$ cat src/rtl/uart_tx_ser.sv
// UART transmit serializer: pulls one word per frame from an upstream FIFO and shifts it out LSB first.
// Optional even-parity bit between data and stop is built when UART_TX_PARITY_EN is defined.
module uart_tx_ser #(
    parameter int unsigned DATA_WIDTH   = 8,
    parameter int unsigned CLKS_PER_BIT = 16,
    parameter int unsigned STOP_BITS    = 1
) (
    input  logic                  i_clk,
    input  logic                  i_rst,
    input  logic                  i_tx_en,
    input  logic                  i_fifo_empty,
    output logic                  o_pop,
    input  logic [DATA_WIDTH-1:0] i_rdata,
    output logic                  o_txd,
    output logic                  o_busy,
    output logic                  o_done
);

    localparam int unsigned BW = (CLKS_PER_BIT > 1) ? $clog2(CLKS_PER_BIT) : 1;
    localparam int unsigned CW = (DATA_WIDTH > 1) ? $clog2(DATA_WIDTH) : 1;
    localparam logic [BW-1:0] BAUD_LAST = BW'(CLKS_PER_BIT - 1);
    localparam logic [CW-1:0] DATA_LAST = CW'(DATA_WIDTH - 1);
    localparam logic [CW-1:0] STOP_LAST = CW'(STOP_BITS - 1);

`ifdef UART_TX_PARITY_EN
    typedef enum logic [2:0] {
        IDLE   = 3'd0,
        FETCH  = 3'd1,
        START  = 3'd2,
        DATA   = 3'd3,
        PARITY = 3'd4,
        STOP   = 3'd5
    } state_e;
`else
    typedef enum logic [2:0] {
        IDLE   = 3'd0,
        FETCH  = 3'd1,
        START  = 3'd2,
        DATA   = 3'd3,
        STOP   = 3'd5
    } state_e;
`endif

    state_e                state_q, state_d;
    logic [BW-1:0]         baud_q, baud_d;
    logic [CW-1:0]         bit_q, bit_d;
    logic [DATA_WIDTH-1:0] shift_q, shift_d;
    logic                  txd_q, txd_d;
    logic                  busy_q, busy_d;
    logic                  done_q, done_d;
    logic                  ready_q;
    logic                  baud_tick;
`ifdef UART_TX_PARITY_EN
    logic                  parity_q, parity_d;
`endif

    assign baud_tick = (baud_q == BAUD_LAST);

    // State and datapath registers; reset parks the line high and drops any fetched word.
    always_ff @(posedge i_clk or posedge i_rst) begin
        if (i_rst) begin
            state_q  <= IDLE;
            baud_q   <= '0;
            bit_q    <= '0;
            shift_q  <= '0;
            txd_q    <= 1'b1;
            busy_q   <= 1'b0;
            done_q   <= 1'b0;
            ready_q  <= 1'b0;
`ifdef UART_TX_PARITY_EN
            parity_q <= 1'b0;
`endif
        end else begin
            state_q  <= state_d;
            baud_q   <= baud_d;
            bit_q    <= bit_d;
            shift_q  <= shift_d;
            txd_q    <= txd_d;
            busy_q   <= busy_d;
            done_q   <= done_d;
            ready_q  <= 1'b1;
`ifdef UART_TX_PARITY_EN
            parity_q <= parity_d;
`endif
        end
    end

    // Next-state, counters and pop strobe; line/busy/done are precomputed from the next state.
    always_comb begin
        state_d  = state_q;
        baud_d   = baud_tick ? '0 : baud_q + BW'(1);
        bit_d    = bit_q;
        shift_d  = shift_q;
        o_pop    = 1'b0;
`ifdef UART_TX_PARITY_EN
        parity_d = parity_q;
`endif

        case (state_q)
            IDLE: begin
                baud_d = '0;
                if (ready_q && i_tx_en && !i_fifo_empty) begin
                    o_pop   = 1'b1;
                    state_d = FETCH;
                end
            end
            FETCH: begin
                baud_d   = '0;
                bit_d    = '0;
                shift_d  = i_rdata;
                state_d  = START;
`ifdef UART_TX_PARITY_EN
                parity_d = ^i_rdata;
`endif
            end
            START: begin
                if (baud_tick) begin
                    state_d = DATA;
                end
            end
            DATA: begin
                if (baud_tick) begin
                    shift_d = shift_q >> 1;
                    if (bit_q == DATA_LAST) begin
                        bit_d = '0;
`ifdef UART_TX_PARITY_EN
                        state_d = PARITY;
`else
                        state_d = STOP;
`endif
                    end else begin
                        bit_d = bit_q + CW'(1);
                    end
                end
            end
`ifdef UART_TX_PARITY_EN
            PARITY: begin
                if (baud_tick) begin
                    bit_d   = '0;
                    state_d = STOP;
                end
            end
`endif
            STOP: begin
                if (baud_tick) begin
                    if (bit_q == STOP_LAST) begin
                        bit_d   = '0;
                        state_d = IDLE;
                    end else begin
                        bit_d = bit_q + CW'(1);
                    end
                end
            end
            default: begin
                state_d = IDLE;
            end
        endcase

        case (state_d)
            START:   txd_d = 1'b0;
            DATA:    txd_d = shift_d[0];
`ifdef UART_TX_PARITY_EN
            PARITY:  txd_d = parity_d;
`endif
            default: txd_d = 1'b1;
        endcase

        busy_d = (state_d != IDLE);
        done_d = (state_d == STOP) && (baud_d == BAUD_LAST) && (bit_d == STOP_LAST);
    end

    assign o_txd  = txd_q;
    assign o_busy = busy_q;
    assign o_done = done_q;

endmodule
$ cat config.mk
export PLATFORM = sky130hd
export DESIGN_NAME = uart_tx_ser
export DESIGN_NICKNAME = d
export VERILOG_FILES = /design/src/rtl/uart_tx_ser.sv
export SDC_FILE = /design/constraint.sdc
export NUM_CORES = 1
export LEC_CHECK = 0
export ABC_CLOCK_PERIOD_IN_PS = 3700
export BUFFER_PORTS_ARGS = -buffer_cell sky130_fd_sc_hd__buf_2
export CORE_MARGIN = 2
export CORE_UTILIZATION = 49
export DETAILED_ROUTE_END_ITERATION = 8
export HOLD_SLACK_MARGIN = 0.15
export PLACE_DENSITY = 0.71
export SYNTH_ARGS = -nofsm -noshare
export SYNTH_HDL_FRONTEND = slang
export SYNTH_SLANG_ARGS = --single-unit
$ cat constraint.sdc
create_clock -name i_clk -period 3.7 [get_ports i_clk]
set_clock_uncertainty 0.1 [all_clocks]
set_input_delay 0.185 -clock i_clk [delete_from_list [all_inputs] [get_ports i_clk]]
set_output_delay 0.185 -clock i_clk [all_outputs]
set_load 0.01 [all_outputs]
==> results.cfg, run 1 <==
[outcome]
outcome = finished clean

[yosys]
syn_nets = 125
synth_xor_area_share_pct = 1.56
synth-edff-count = 0
yosys-top-cells-area = dfrtp_1, o22ai_1, ha_1, nor2_1, a21oi_1
synth_top_family_by_area = simple AND/OR/NAND/NOR gates
synthMuxAreaShare_pct = 0
synth.avg_cell_area_um2 = 10.3
synth_area_leader_cell = dfrtp_1
ys.flop_type = dfrtp_1
synth_compound_area_share_pct = 16.5
ys_types = 39
yosys_warnings = 0
synthCells = 109
async_flop_share_pct = 100
ys_ff_latch = 22
netlist.area_leader.share_pct = 46.8
synthSimpleGateAreaFrac_pct = 21.7
syn_area_mm2 = 0.00112
yosysSeqAreaShare_pct = 49.1
synth_adder_area_share_pct = 4.45

[finish]
final_core_utilization_pct = 60.0
num-fill-cells = 182
antenna_cells = 0
drive_above_1_share_pct = 22.0
syn2layout_area_growth_pct = 17.0
nets = 149

[hold_path]
hold_path_depth = 3
hp-class = input pin to flip-flop

[global_route]
grt_usage_pct = 19.4
grt_pass1_vias = 873
grt-ovfl-total = 0
antenna_found_initial = 0
grt_max_degree = 23
grt_pass1_wl_mm = 3.84

[detailed_routing]
routed_wirelength_mm = 2.28
dr.pass1.iters = 4
vias = 892
drcViolationCount = 0
wl_per_cell_um = 14.3
drt-initial-drc-count = 19
detail-route-antenna-nets = 0
via_per_inst = 5.58

[power]
cellPowerDensity_mw_per_mm2 = 301
leakagePower_nw = 0.626
vdd_ir_drop_max_uv = 229

[clock_network]
cts_made_buffers = 3
cts_tree = done
cts_max_level = 1
post_cts_buffers = 0
cts.sinks = 22
clk-insertion-delay-late_ns = 0.30
ctsLongestPathBuffers = 2
clockRootBuffer = clkbuf_4
clk_pin_slew_ns = 0.12

[sta]
tns_ns = 0
fin_crit_ns = 2.19
worst_pin_slew_ns = 0.822
fmax_ghz = 0.457
final_hold_viol_count = 0
min_period_over_period_pct = 59.1
slew_viol_final = 0
rsz0062_at_grt = false
setup_viol = 0
slew_headroom_pct = 45.1

[die]
fp.dieH_um = 51.9
initial_core_util_pct = 51.3
die-area_mm2 = 0.00269
coreArea_mm2 = 0.00219
die_w_um = 51.9
num_rows = 17
pin_count = 16

[worst_setup_path]
r2r_cells = 4
required_ns = 3.82
start_kind = flip-flop
cp-end-kind = flip-flop
crit_type = flip-flop to flip-flop
cp.arrival_ns = 2.31
worst-path-max-fanout = 10

[placement]
gp_congestion = 0.792
port_buffers = 15
hpwlAfterDp_mm = 1.54

[flow_run]
maxCapViolations = 0
## critical path, cell delays in order, from the launching register on
cell,delay (ns)
dfrtp_1,0.52
nor2b_1,0.63
a21boi_0,0.56
nor2_1,0.11
a21oi_1,0.19
## stage by stage
stage	cell area, um^2	hold WS (ns)	std cells	total power, mW	worst slack, ns
finish	1320	0.251	160	0.396	1.51
detailed placement	1190	0.290	147	0.266	1.57
floorplan	1120	0.0735	109	0.257	1.91
global placement	1190	0.274	147	0.265	1.61
CTS	1320	0.229	160	0.403	1.53
global route	1320	0.233	160	0.413	1.32
## registers in the layout, indices dropped and copies added (netlist names)
register  cells
o_txd         1
ready_q       1
state_q       3
bit_q         3
shift_q       8
baud_q        4
o_busy        1
o_done        1
## cell type report
type | instances | area, um^2 | area share, %
tap | 28 | 35.0 | 2.66
multi-input combinational | 75 | 500 | 38.1
inverter | 7 | 26.3 | 2.00
sequential | 22 | 552 | 42.0
clock buffer | 4 | 36.3 | 2.76
timing repair buffer | 24 | 165 | 12.6
## power by group
group	leakage [nW]	internal [mW]	switching, mW
combinational	0.333	0.0128	0.00983
clock	0.0210	0.0600	0.0676
sequential	0.272	0.244	0.00173
## final timing paths
check / startpoint / to / slack [ns]
hold / removal: i_tx_en / state_q[0]$_DFF_PP0_ / 0.25
min in group asynchronous: i_rst / shift_q[3]$_DFFE_PP0P_ / 0.48
setup / recovery: state_q[0]$_DFF_PP0_ / shift_q[1]$_DFFE_PP0P_ / 1.51
setup reg to reg: state_q[0]$_DFF_PP0_ / shift_q[1]$_DFFE_PP0P_ / 1.51
hold reg to reg: baud_q[0]$_DFF_PP0_ / baud_q[0]$_DFF_PP0_ / 0.42
max in group asynchronous: i_rst / bit_q[2]$_DFF_PP0_ / 2.51
## metal layers
metal | GRT usage (%) | wire [um] | vias to the layer above
met5 | 0 | 0 | -
met4 | 2.63 | 12 | 0
met3 | 5.17 | 94 | 2
met2 | 35.0 | 1150 | 21
met1 | 23.3 | 1030 | 436
li1 | - | - | 433
## kinds of logic after synthesis
kind of cell / after synthesis
AND/OR/NAND/NOR: 40
AO/OA/AOI/OAI: 28
flip-flops: 22
buffers and inverters: 12
adder cells (fa/ha/maj): 4
XOR/XNOR: 2
other: 1
## cells in the mapped netlist, types with 2 or more instances
library cell	instances
a22oi_1	2
o22ai_1	10
inv_1	7
a21oi_1	7
nor3_1	3
nand2_1	7
o21ai_0	2
nand3_1	2
buf_6	3
ha_1	4
nor2b_1	3
nand2b_1	2
dfrtp_1	21
a41o_2	2
nor2_1	10
## layout by cell type (no fill, tap or decap), types with 2 or more instances in the layout
master and instances:
dfrtp_1 21, buf_2 15, o22ai_1 10, nor2_1 10, dlygate4sd3_1 9, nand2_1 7
a21oi_1 7, inv_1 7, ha_1 4, nor2b_1 3, nor3_1 3, clkbuf_4 3
nand3_1 2, o21ai_0 2, nand2b_1 2, a41o_2 2, a22oi_1 2
## timing repair
action                     in CTS  in global routing
gates resized for setup         0                  0
setup endpoints to repair       0                  0
hold endpoints to repair       29                  0
hold buffers                    9                  0
(Power assumes the default switching activity.)
==> inputs of run 2 (changes only) <==
Settings changed: ABC_CLOCK_PERIOD_IN_PS 3700 to 2100.
Clock period 3.7 ns to 2.1 ns, I/O delays scaled along.
==> run 2 against run 1 <==
Compared with the run above:
- via count fell by 3.3%
- first-iteration DRC count fell by 21%
- non-clock buffer count rose by 4
- clock power rose by 81%
- count of clock-buffer cells in the layout did not move
- final cell count rose by 2.5%
- die area did not move
- critical path type unchanged
- highest routed layer unchanged
==> results.cfg, run 2 (synthesized netlist as in run 1, its figures left out) <==
[power]
cellPowerDensity_mw_per_mm2 = 519
finalPower_mw = 0.705
leakagePower_nw = 0.644
vdd_ir_drop_max_uv = 388

[finish]
reg_top3 = shift_q (8), baud_q (4)
nets = 153
antenna_cells = 0
syn2layout_area_growth_pct = 20.8
num-fill-cells = 175
drive_above_1_share_pct = 25.0
largest_reg_flops = 8
top_register = shift_q
final_cell_mix = dfrtp_1, buf_2, o22ai_1, nor2_1, dlygate4sd3_1
final_common_cell = dfrtp_1

[placement]
port_buffers = 15
gp_congestion = 0.829
hpwlAfterDp_mm = 1.48

[die]
fp.dieH_um = 51.9
die-area_mm2 = 0.00269
pin_count = 16
die_w_um = 51.9
initial_core_util_pct = 51.3
num_rows = 17
coreArea_mm2 = 0.00219

[hold_path]
hp-class = input pin to flip-flop
hold_path_depth = 4
worstHoldEndpoint = state_q[0]$_DFF_PP0_
hp-start = i_fifo_empty

[clock_network]
clk_pin_slew_ns = 0.12
post_cts_buffers = 0
clockRootBuffer = clkbuf_4
clk-insertion-delay-late_ns = 0.31
cts_tree = done
cts_max_level = 1
ctsLongestPathBuffers = 2
cts_made_buffers = 3
cts.sinks = 22

[worst_setup_path]
path_cells = ha_1, and3_4, nand3_2, o211a_1, nand4b_1, nor4b_2
worst-path-max-fanout = 12
start_kind = flip-flop
crit-reg2reg-launch = baud_q[0]$_DFF_PP0_
r2r_cells = 6
cp-end-kind = flip-flop
critPathTopFamily = simple AND/OR/NAND/NOR gates
rr_endpoint = o_done$_DFF_PP0_
startpoint = baud_q[0]$_DFF_PP0_
cp.arrival_ns = 2.06
crit_type = flip-flop to flip-flop
required_ns = 2.21
reg2reg_slack_ns = 0.16
crit_slowest_cell = dfrtp_1
path_buf_inv = 0
critical_path.max_stage_delay_ns = 0.41

[detailed_routing]
drcViolationCount = 0
vias = 863
detail-route-antenna-nets = 0
routed_wirelength_mm = 2.07
via_per_inst = 5.26
drt-initial-drc-count = 15
wl_per_cell_um = 12.6
dr.pass1.iters = 4

[global_route]
antenna_found_initial = 0
grt_max_degree = 23
grt-ovfl-total = 0
grt_pass1_vias = 836
grt_pass1_wl_mm = 3.77
grt_usage_pct = 19.4

[sta]
min_period_over_period_pct = 92.5
setup_viol = 0
fin_crit_ns = 1.94
slew_headroom_pct = 45.9
final_hold_viol_count = 0
tns_ns = 0
worst_pin_slew_ns = 0.811
fmax_ghz = 0.515
slew_viol_final = 0
rsz0062_at_grt = false

[flow_run]
maxCapViolations = 0

[outcome]
outcome = finished clean
run 2: cell types whose count changed in the layout (fill, tap and decap cells not counted):
cell	change
buf_4	+3
a22oi_1	-2
a22oi_2	+2
dlygate4sd3_1	+1
run 2: what timing repair did:
item | CTS | global route
hold buffers | 10 | 0
endpoints found under the setup margin | 0 | 1
gates resized for setup | 0 | 2
hold endpoints to repair | 31 | 0
run 2: worst register-to-register path, delay by kind of cell, from the launching register on:
family | cells | cell delay (ns)
compound gates | 1 | 0.24
fa+ha+maj | 1 | 0.23
flops | 1 | 0.41
simple gates | 4 | 0.85
run 2: through the flow:
| step | instance area (um^2) | util [%] | std cells | setup WS (ns) | hold slack, ns |
|---|---|---|---|---|---|
| global placement | 1210 | 55.3 | 150 | 0.174 | 0.191 |
| global route | 1360 | 62.0 | 164 | 0.0354 | 0.308 |
| floorplan | 1120 | - | 109 | 0.308 | -0.00652 |
| CTS | 1350 | 61.5 | 164 | 0.110 | 0.268 |
| finish | 1360 | 62.0 | 164 | 0.158 | 0.282 |
| detailed placement | 1210 | 55.3 | 150 | 0.143 | 0.209 |
run 2: cell type report:
type                    instances  area (um^2)  share of cell area, %
inverters                       7         26.3                   1.94
clock buffers                   4         36.3                   2.67
well taps                      28         35.0                   2.58
multi-input cells              75          510                   37.6
flip-flops and latches         22          552                   40.6
repair buffers                 28          198                   14.6
run 2: worst max-delay path by stage:
| stage | to | slack, ns | depth (start not counted) |
|---|---|---|---|
| 2_1_floorplan | o_busy$_DFF_PP0_ | 0.31 | 6 |
| 3_3_place_gp | o_done$_DFF_PP0_ | 0.17 | 6 |
| 3_5_place_dp | o_done$_DFF_PP0_ | 0.14 | 6 |
| 4_1_cts | o_done$_DFF_PP0_ | 0.11 | 6 |
| 5_1_grt | o_done$_DFF_PP0_ | 0.04 | 6 |
| 6_report | o_done$_DFF_PP0_ | 0.16 | 6 |
run 2: metal layers:
metal  GRT usage, %  up-vias  share of wire [%]
li1               -      438                  -
met1           25.8      408                 44
met2           31.2       15                 51
met3           2.59        2                3.1
met4           9.21        0                1.5
met5              0        -                  0
run 2: power by group:
group	internal (mW)	switching [mW]	total (mW)	leakage, nW
sequential	0.430	0.00307	0.433	0.272
clock	0.106	0.126	0.232	0.0210
combinational	0.0237	0.0161	0.0399	0.351
total	0.560	0.145	0.705	0.644
